$ cat config.mk
export PLATFORM = sky130hd
export DESIGN_NAME = ps2_key_encoder
export DESIGN_NICKNAME = d
export VERILOG_FILES = /design/src/rtl/ps2_key_encoder.sv
export SDC_FILE = /design/constraint.sdc
export NUM_CORES = 1
export LEC_CHECK = 0
export ABC_AREA = 1
export CAP_MARGIN = 20
export CORE_UTILIZATION = 54
export CTS_CLUSTER_SIZE = 10
export DETAILED_ROUTE_END_ITERATION = 12
export PLACE_DENSITY = 0.86
export SLEW_MARGIN = 20
export SYNTH_ARGS = -nofsm -noshare
export SYNTH_HDL_FRONTEND = slang
export SYNTH_SLANG_ARGS = --single-unit
$ cat constraint.sdc
create_clock -name clk_sys -period 2.2 [get_ports clk_sys]
set_input_delay 0.44 -clock clk_sys [delete_from_list [all_inputs] [get_ports clk_sys]]
set_output_delay 0.44 -clock clk_sys [all_outputs]
set_load 0.01 [all_outputs]
$ cat src/rtl/ps2_key_encoder.sv
`default_nettype none
// ============================================================================
//  Module  : ps2_key_encoder
//  Brief   : PS/2 keyboard line conditioner, frame deserialiser and
//            scan-code-set-2 prefix folder producing the 11-bit ps2_key word
//            {toggle, pressed, extended, code[7:0]}.
//  Revision: 1.0 - initial release
// ============================================================================
module ps2_key_encoder #(
  parameter int FILTER  = 8,
  parameter int TIMEOUT = 50000
) (
  input  logic        clk_sys,
  input  logic        reset,
  input  logic        ps2_clk,
  input  logic        ps2_data,
  output logic [10:0] ps2_key,
  output logic        key_strobe,
  output logic        frame_err
);

  localparam int FCW = (FILTER  > 1) ? $clog2(FILTER + 1)  : 1;
  localparam int WDW = (TIMEOUT > 1) ? $clog2(TIMEOUT + 1) : 1;

  typedef enum logic [1:0] {
    IDLE   = 2'd0,
    DATA   = 2'd1,
    PARITY = 2'd2,
    STOP   = 2'd3
  } state_t;

  // Conditioned line state
  logic [1:0]     clk_sync;
  logic [1:0]     data_sync;
  logic           clk_filt;
  logic           data_filt;
  logic           clk_filt_d;
  logic [FCW-1:0] clk_cnt;
  logic [FCW-1:0] data_cnt;
  logic           fe;

  // Frame deserialiser state
  state_t         state;
  logic [2:0]     bit_cnt;
  logic [7:0]     shreg;
  logic           par_ok;
  logic [WDW-1:0] wd;
  logic           byte_valid;
  logic [7:0]     byte_data;

  // Prefix decoder state
  logic           ext;
  logic           brk;
  logic [2:0]     skip;

  // Two-flop synchronisers; idle bus level is high so they reset to 1
  always_ff @(posedge clk_sys or posedge reset) begin
    if (reset) begin
      clk_sync  <= 2'b11;
      data_sync <= 2'b11;
    end else begin
      clk_sync  <= {clk_sync[0], ps2_clk};
      data_sync <= {data_sync[0], ps2_data};
    end
  end

  // Glitch filters: adopt a new level only after FILTER consecutive differing samples
  always_ff @(posedge clk_sys or posedge reset) begin
    if (reset) begin
      clk_filt   <= 1'b1;
      data_filt  <= 1'b1;
      clk_filt_d <= 1'b1;
      clk_cnt    <= '0;
      data_cnt   <= '0;
    end else begin
      clk_filt_d <= clk_filt;

      if (clk_sync[1] != clk_filt) begin
        if (clk_cnt == FCW'(FILTER - 1)) begin
          clk_filt <= clk_sync[1];
          clk_cnt  <= '0;
        end else begin
          clk_cnt <= clk_cnt + FCW'(1);
        end
      end else begin
        clk_cnt <= '0;
      end

      if (data_sync[1] != data_filt) begin
        if (data_cnt == FCW'(FILTER - 1)) begin
          data_filt <= data_sync[1];
          data_cnt  <= '0;
        end else begin
          data_cnt <= data_cnt + FCW'(1);
        end
      end else begin
        data_cnt <= '0;
      end
    end
  end

  assign fe = clk_filt_d & ~clk_filt;

  // Frame FSM with watchdog; hands completed bytes to the decoder one cycle later
  always_ff @(posedge clk_sys or posedge reset) begin
    if (reset) begin
      state      <= IDLE;
      bit_cnt    <= 3'd0;
      shreg      <= 8'h00;
      par_ok     <= 1'b0;
      wd         <= '0;
      byte_valid <= 1'b0;
      byte_data  <= 8'h00;
      frame_err  <= 1'b0;
    end else begin
      byte_valid <= 1'b0;
      frame_err  <= 1'b0;

      if (state == IDLE || fe) begin
        wd <= '0;
      end else begin
        wd <= wd + WDW'(1);
      end

      // wd counts bus-idle cycles since the last falling edge; abort once
      // TIMEOUT of them have elapsed without another edge.
      if (state != IDLE && !fe && wd == WDW'(TIMEOUT - 1)) begin
        frame_err <= 1'b1;
        state     <= IDLE;
        bit_cnt   <= 3'd0;
        shreg     <= 8'h00;
        wd        <= '0;
      end else if (fe) begin
        case (state)
          IDLE: begin
            if (!data_filt) begin
              state   <= DATA;
              bit_cnt <= 3'd0;
              shreg   <= 8'h00;
            end
          end
          DATA: begin
            shreg   <= {data_filt, shreg[7:1]};
            bit_cnt <= bit_cnt + 3'd1;
            if (bit_cnt == 3'd7) begin
              state <= PARITY;
            end
          end
          PARITY: begin
            par_ok <= ^{data_filt, shreg};
            state  <= STOP;
          end
          STOP: begin
            if (data_filt && par_ok) begin
              byte_valid <= 1'b1;
              byte_data  <= shreg;
            end else begin
              frame_err <= 1'b1;
            end
            state <= IDLE;
          end
          default: state <= IDLE;
        endcase
      end
    end
  end

  // Prefix folding: E1 swallows the rest of Pause, E0/F0 qualify the next code
  always_ff @(posedge clk_sys or posedge reset) begin
    if (reset) begin
      ps2_key    <= 11'h000;
      key_strobe <= 1'b0;
      ext        <= 1'b0;
      brk        <= 1'b0;
      skip       <= 3'd0;
    end else begin
      key_strobe <= 1'b0;
      if (byte_valid) begin
        if (skip != 3'd0) begin
          skip <= skip - 3'd1;
        end else begin
          case (byte_data)
            8'hE1: begin
              skip <= 3'd7;
              ext  <= 1'b0;
              brk  <= 1'b0;
            end
            8'hE0: ext <= 1'b1;
            8'hF0: brk <= 1'b1;
            8'hFA, 8'hAA, 8'hEE, 8'hFE, 8'h00, 8'hFF: begin
              ext <= 1'b0;
              brk <= 1'b0;
            end
            default: begin
              ps2_key    <= {~ps2_key[10], ~brk, ext, byte_data};
              key_strobe <= 1'b1;
              ext        <= 1'b0;
              brk        <= 1'b0;
            end
          endcase
        end
      end
    end
  end

endmodule
`default_nettype wire

* After elaboration in Yosys (flattened, before gate mapping)
Index checks and enable logic that the tools add are counted.
** Cells by class
- Add/subtract/negate cells :: 5
- Equal/unequal tests :: 19
- Mux-type cells :: 34
- Bitwise operators :: 9
- Reduce and logical (&&, ||, !) cells :: 24
** Operators with widths (number)
- $eq A8 B8 Y1 const B :: 8
- $mux W16 :: 2
- $mux W8 :: 3
- $reduce_and A3 Y1 :: 6
- $add A16 B1 Y16 const B :: 1
- $eq A16 B16 Y1 const B :: 1
- $mux W4 :: 4
- $pmux W8 S2 :: 1
- $mux W3 :: 5
- $mux W1 :: 11
- $reduce_or A9 Y1 :: 1
- $reduce_xor A9 Y1 :: 1
- $add A4 B1 Y4 const B :: 2
- $eq A4 B3 Y1 const B :: 2
- $logic_not A8 Y1 :: 1
- $mux W2 :: 4
- $not A1 Y1 :: 8
- $pmux W2 S4 :: 1
- $pmux W3 S2 :: 1
- $reduce_and A2 Y1 :: 3
- $reduce_bool A2 Y1 :: 3
- $reduce_bool A3 Y1 :: 2
- $eq A2 B2 Y1 const B :: 2
- $pmux W1 S2 :: 2
- other kinds (13) :: 16
** Word-level totals
- Register bits after elaboration :: 72
- Input bits :: 4
- Output and inout bits :: 13
- Logic and storage cells :: 111

* Logic depth before layout (Yosys ltp)
- Depth in word-level cells :: 7
- Depth in mapped cells :: 11
- Gate-level depth less buffers :: 11

* Worst setup path after synthesis
Ideal clock, no wire load.
- Path type :: register to register
- Start :: register state[0]
- End :: register state[0]
- Setup time :: 0.117 ns
- Arrival :: 1.449 ns
- Path slack :: 0.634 ns
- Stages on the path, launching flop included :: 11
- Buffers on the path :: 1
- Clock period less this slack :: 1.566 ns
- Cells stage by stage :: dfrtp_1 -> inv_1 -> ha_1 -> inv_1 -> and3_1 -> nand3_1 -> nor2_1 -> buf_4 -> nor2_1 -> nand3_1 -> nand2_1
** On the way
- Longest elaborated chain between the ends :: 5
- Elaborated cells on any way between the ends :: 14
** Ends and longest elaborated chain
- start: declaration :: RTL line 43 : state_t state;
- start signal: assignment :: RTL line 107 : state <= IDLE;
- start signal: assignment :: RTL line 129 : state <= IDLE;
- start signal: assignment :: RTL line 137 : state <= DATA;
- branches (longest 5 deep; another with $pmux W2 S4)
Parallel ways; which one is timed is not known. The select of a mux whose other input is x is not followed.
A chain may end at the register's enable or synchronous reset.

* Worst setup path in the final report
- Start :: register state[0]
- End :: register shreg[0]
** On the way
- Longest elaborated chain between the ends :: 5
- Elaborated cells on any way between the ends :: 12
** Ends and longest elaborated chain
- $reduce_bool A2 Y1 :: RTL line 127 : if (state != IDLE && !fe && wd == WDW'(TIMEOUT - 1)) begin
- $logic_and A1 B1 Y1 (2 in series) :: RTL line 127
- $ne A3 B2 Y1 (no source line) (tied with other cells)
- $reduce_and A3 Y1 (no source line)
- end signal: assignment :: RTL line 143 : shreg <= {data_filt, shreg[7:1]};
- end: declaration :: RTL line 45 : logic [7:0] shreg;
Parallel ways exist; a longest one is shown, timed or not. The select of a mux whose other input is x is not followed.

==> results.json <==
{
  "holdPathStages": 0,
  "timing_hold_violations_final": 0,
  "clk_pin_slew_worst_paths_ps": 70,
  "skew_ps": 10.8,
  "p_per_area_nw_per_um2": 791,
  "synth_adder_area_share": 0.0405,
  "startpoint_of_the_lowest_slack_hold_path": "clk_sync[0]",
  "worst_r2r_startpoint": "state[0]",
  "post_cts.repair.setup_buffers": 0,
  "grt_usage": 0.215,
  "power.static_leakage_nw": 2.08,
  "design.die.area_um2": 7200,
  "postCtsResizedCells": 0,
  "post-route-cell-area_um2": 4150,
  "yosys_warnings": 0,
  "run_status": "complete, but fails checks",
  "setup-tns-final_ps": 0,
  "gr_overflow_total": 0,
  "wl_per_cell_um": 11.8,
  "fmaxAchievable_ghz": 0.520,
  "cell_internal_pwr_mw": 2.23,
  "r2r_end": "shreg[0]",
  "finish.net_count": 499,
  "power.switching_fraction": 0.322,
  "worst_hold_path_type": "reg -> reg",
  "grt_first_pass_wirelength_um": 12100,
  "die-height_um": 84.8,
  "post_synth_and_or_nand_nor_area_fraction": 0.320,
  "postLayoutCoreUtil": 0.639,
  "grt_antenna_before_repair": 0,
  "crit_fanout": 11,
  "max_slew.worst_pin.slew_ps": 568,
  "depth_of_the_most_critical_reg_to_reg_path": 10,
  "post_synth_num_cell_types": 32,
  "avgSynthCellArea_um2": 8.09,
  "die_width_um": 84.8,
  "postSynthNetCount": 474,
  "timing.critical_path.to_type": "flip-flop",
  "synth.ff_latch_count": 72,
  "io_pins": 17,
  "routed_via_count": 2846,
  "finalMaxSlewViolations": 0,
  "cts_buffer_depth": 2,
  "cp_data_required_time_ps": 2440,
  "clockPowerShare": 0.308,
  "grt_setup_unrepaired": "no",
  "path_class": "reg -> reg",
  "grt_pass1_vias": 2841,
  "port_buffers": 16,
  "areaGrowthSynthToFinish_pct": 12.0,
  "cts.sink_count": 72,
  "seq_power_share": 0.480,
  "period_needed_ps": 1920,
  "antenna_cells": 0,
  "number_of_placement_rows": 29,
  "hold_buffers": 0,
  "first_pass_iters": 8,
  "comb_power_share": 0.212,
  "dp_worst_setup_slack_ps": 283,
  "fp.coreArea_um2": 6490,
  "starting_density_of_the_core": 0.571,
  "clock_tree.root_cell": "clkbuf_8",
  "placedInstanceArea_um2": 3960,
  "numCtsBuffers": 9,
  "net_switching_power_mw": 1.06,
  "drv_cap": 0,
  "synthesis.area_um2": 3710,
  "post_route_cells_drive_above_1_share": 0.125,
  "drt_wl_total_um": 6680,
  "yosysSeqAreaShare": 0.489,
  "synthesis.instances": 458,
  "largest_family_of_logic_cells_by_synthesized_area": "simple AND/OR/NAND/NOR gates",
  "cts-htree-levels": 3,
  "xor_and_xnor_area_share_after_synthesis": 0.0260,
  "cp_data_arrival_time_ps": 2160,
  "dpl.hpwl_um": 4880,
  "hold_path_end": "clk_sync[1]",
  "compound_cell_area_share_of_the_yosys_netlist": 0.0422,
  "dr.first_iter.drc_count": 171,
  "timing.final.setup_violations": 0,
  "r2r_setup_slack_ps": 280,
  "dominantRegCellSynth": "dfrtp_1",
  "synth.area.mux_share": 0,
  "routability_congestion_estimate": 0.836,
  "synth-edff-count": 0,
  "max_ir_drop_vdd_uv": 326,
  "drc_errors": 1,
  "startpoint_type": "flip-flop",
  "synth_async_sr_flop_share": 1.00,
  "finalCritPeriodShare": 0.875,
  "finalHoldWorstSlack_ps": 357,
  "clk-insertion-delay-late_ps": 350,
  "tritoncts": "built",
  "timing.slew.headroom": 0.621,
  "layout_setup_ws_ps": 276,
  "num-fill-cells": 530,
  "grt_start_max_net_pins": 27,
  "post_detailed_route_count_of_antenna_violating_nets": 0,
  "failed_checks": "DRC",
  "route.detailed.vias_per_inst": 5.04
}
-- power by group through the flow --
stage	combinational (mW)	sequential [mW]	clock, mW
floorplan	0.579	1.57	0
global placement	0.669	1.59	0
detailed placement	0.696	1.60	0
CTS	0.702	1.58	1.03
global route	0.808	1.59	1.08
finish	0.696	1.58	1.01
-- layout by cell type (no fill, tap or decap), drive strengths merged --
master | netlist | layout
xnor2 | 6 | 6
nand3b | 2 | 2
nor3b | 4 | 4
clkbuf | 2 | 10
clkdlybuf4s50 | 0 | 16
and3 | 1 | 1
clkinvlp | 0 | 3
inv | 63 | 62
ha | 12 | 12
nand4 | 3 | 3
nand3 | 46 | 46
or2 | 2 | 2
nand2 | 131 | 131
bufinv | 0 | 1
clkinv | 0 | 3
o21bai | 1 | 1
dfrtp | 65 | 65
nor3 | 10 | 10
xor2 | 5 | 5
a211oi | 1 | 1
o21ai | 14 | 14
nor2 | 64 | 64
buf | 7 | 7
a21oi | 9 | 9
a31oi | 3 | 3
dfstp | 7 | 7
-- per-stage QoR --
| step | power, mW | std cells |
|---|---|---|
| 2_1_floorplan | 2.15 | 458 |
| 3_3_place_gp | 2.26 | 549 |
| 3_5_place_dp | 2.30 | 549 |
| 4_1_cts | 3.31 | 565 |
| 5_1_grt | 3.48 | 565 |
| 6_report | 3.28 | 565 |
-- metal layers --
metal	global-route usage	wire, µm	vias up
met5	0	0	-
met4	0.0940	113	0
met3	0.0486	247	9
met2	0.356	3120	49
met1	0.275	3200	1304
li1	-	-	1484
-- layout make-up --
class | instances | area, µm² | area share
Clock inverter | 6 | 60.1 | 0.0145
Inverter | 63 | 240 | 0.0579
Clock buffer | 10 | 128 | 0.0308
Sequential cell | 72 | 1810 | 0.436
Tap cell | 77 | 96.3 | 0.0232
Timing Repair Buffer | 23 | 225 | 0.0543
Multi-Input combinational cell | 314 | 1590 | 0.383
-- state kept, by name (all words and copies together) (netlist names), 2 cells and up --
name and flops:
state 2, data_cnt 4, clk_sync 2, clk_cnt 4, byte_data 8, data_sync 2
ps2_key 11, wd 16, skip 3, shreg 8, bit_cnt 3
-- worst max-delay path by stage --
stage | start | to | slack, ps
after global routing | state[1] | shreg[1] | 110
after detailed placement | state[0] | bit_cnt[2] | 280
after global placement | state[0] | bit_cnt[2] | 400
after floorplan | state[0] | state[0] | 630
final | state[0] | shreg[0] | 280
after CTS | state[0] | shreg[0] | 280
-- critical path: stages, from the launching register on --
cell     delay, ps
dfrtp_1        400
inv_1           90
ha_1           230
inv_1          130
nand2_4         90
nor2_4         110
nand3_2        120
o21ai_2        210
nand2_2        260
nand2_1        120
nand2_1         60
-- cells in the mapped netlist (3+ instances only) --
master	count	area share
a21oi_1	9	0.012
a31oi_1	3	0.0051
buf_4	3	0.0061
buf_6	3	0.0091
dfrtp_1	65	0.44
dfstp_2	7	0.050
ha_1	12	0.041
inv_1	58	0.059
inv_2	5	0.0051
nand2_1	122	0.12
nand2_2	7	0.012
nand3_1	43	0.058
nand3_2	3	0.0081
nand4_1	3	0.0051
nor2_1	56	0.057
nor2_2	5	0.0084
nor2_4	3	0.0091
nor3_1	10	0.014
o21ai_0	13	0.018
xnor2_1	6	0.014
xor2_1	5	0.012
-- cells by family (layout without fill, tap and decap cells) --
| family | Yosys count | after routing |
|---|---|---|
| compound gates | 28 | 28 |
| fa+ha+maj | 12 | 12 |
| buf+inv | 72 | 102 |
| flops | 72 | 72 |
| simple gates | 263 | 263 |
| xor+xnor | 11 | 11 |
Note: power is estimated with default switching activity, not from simulation.
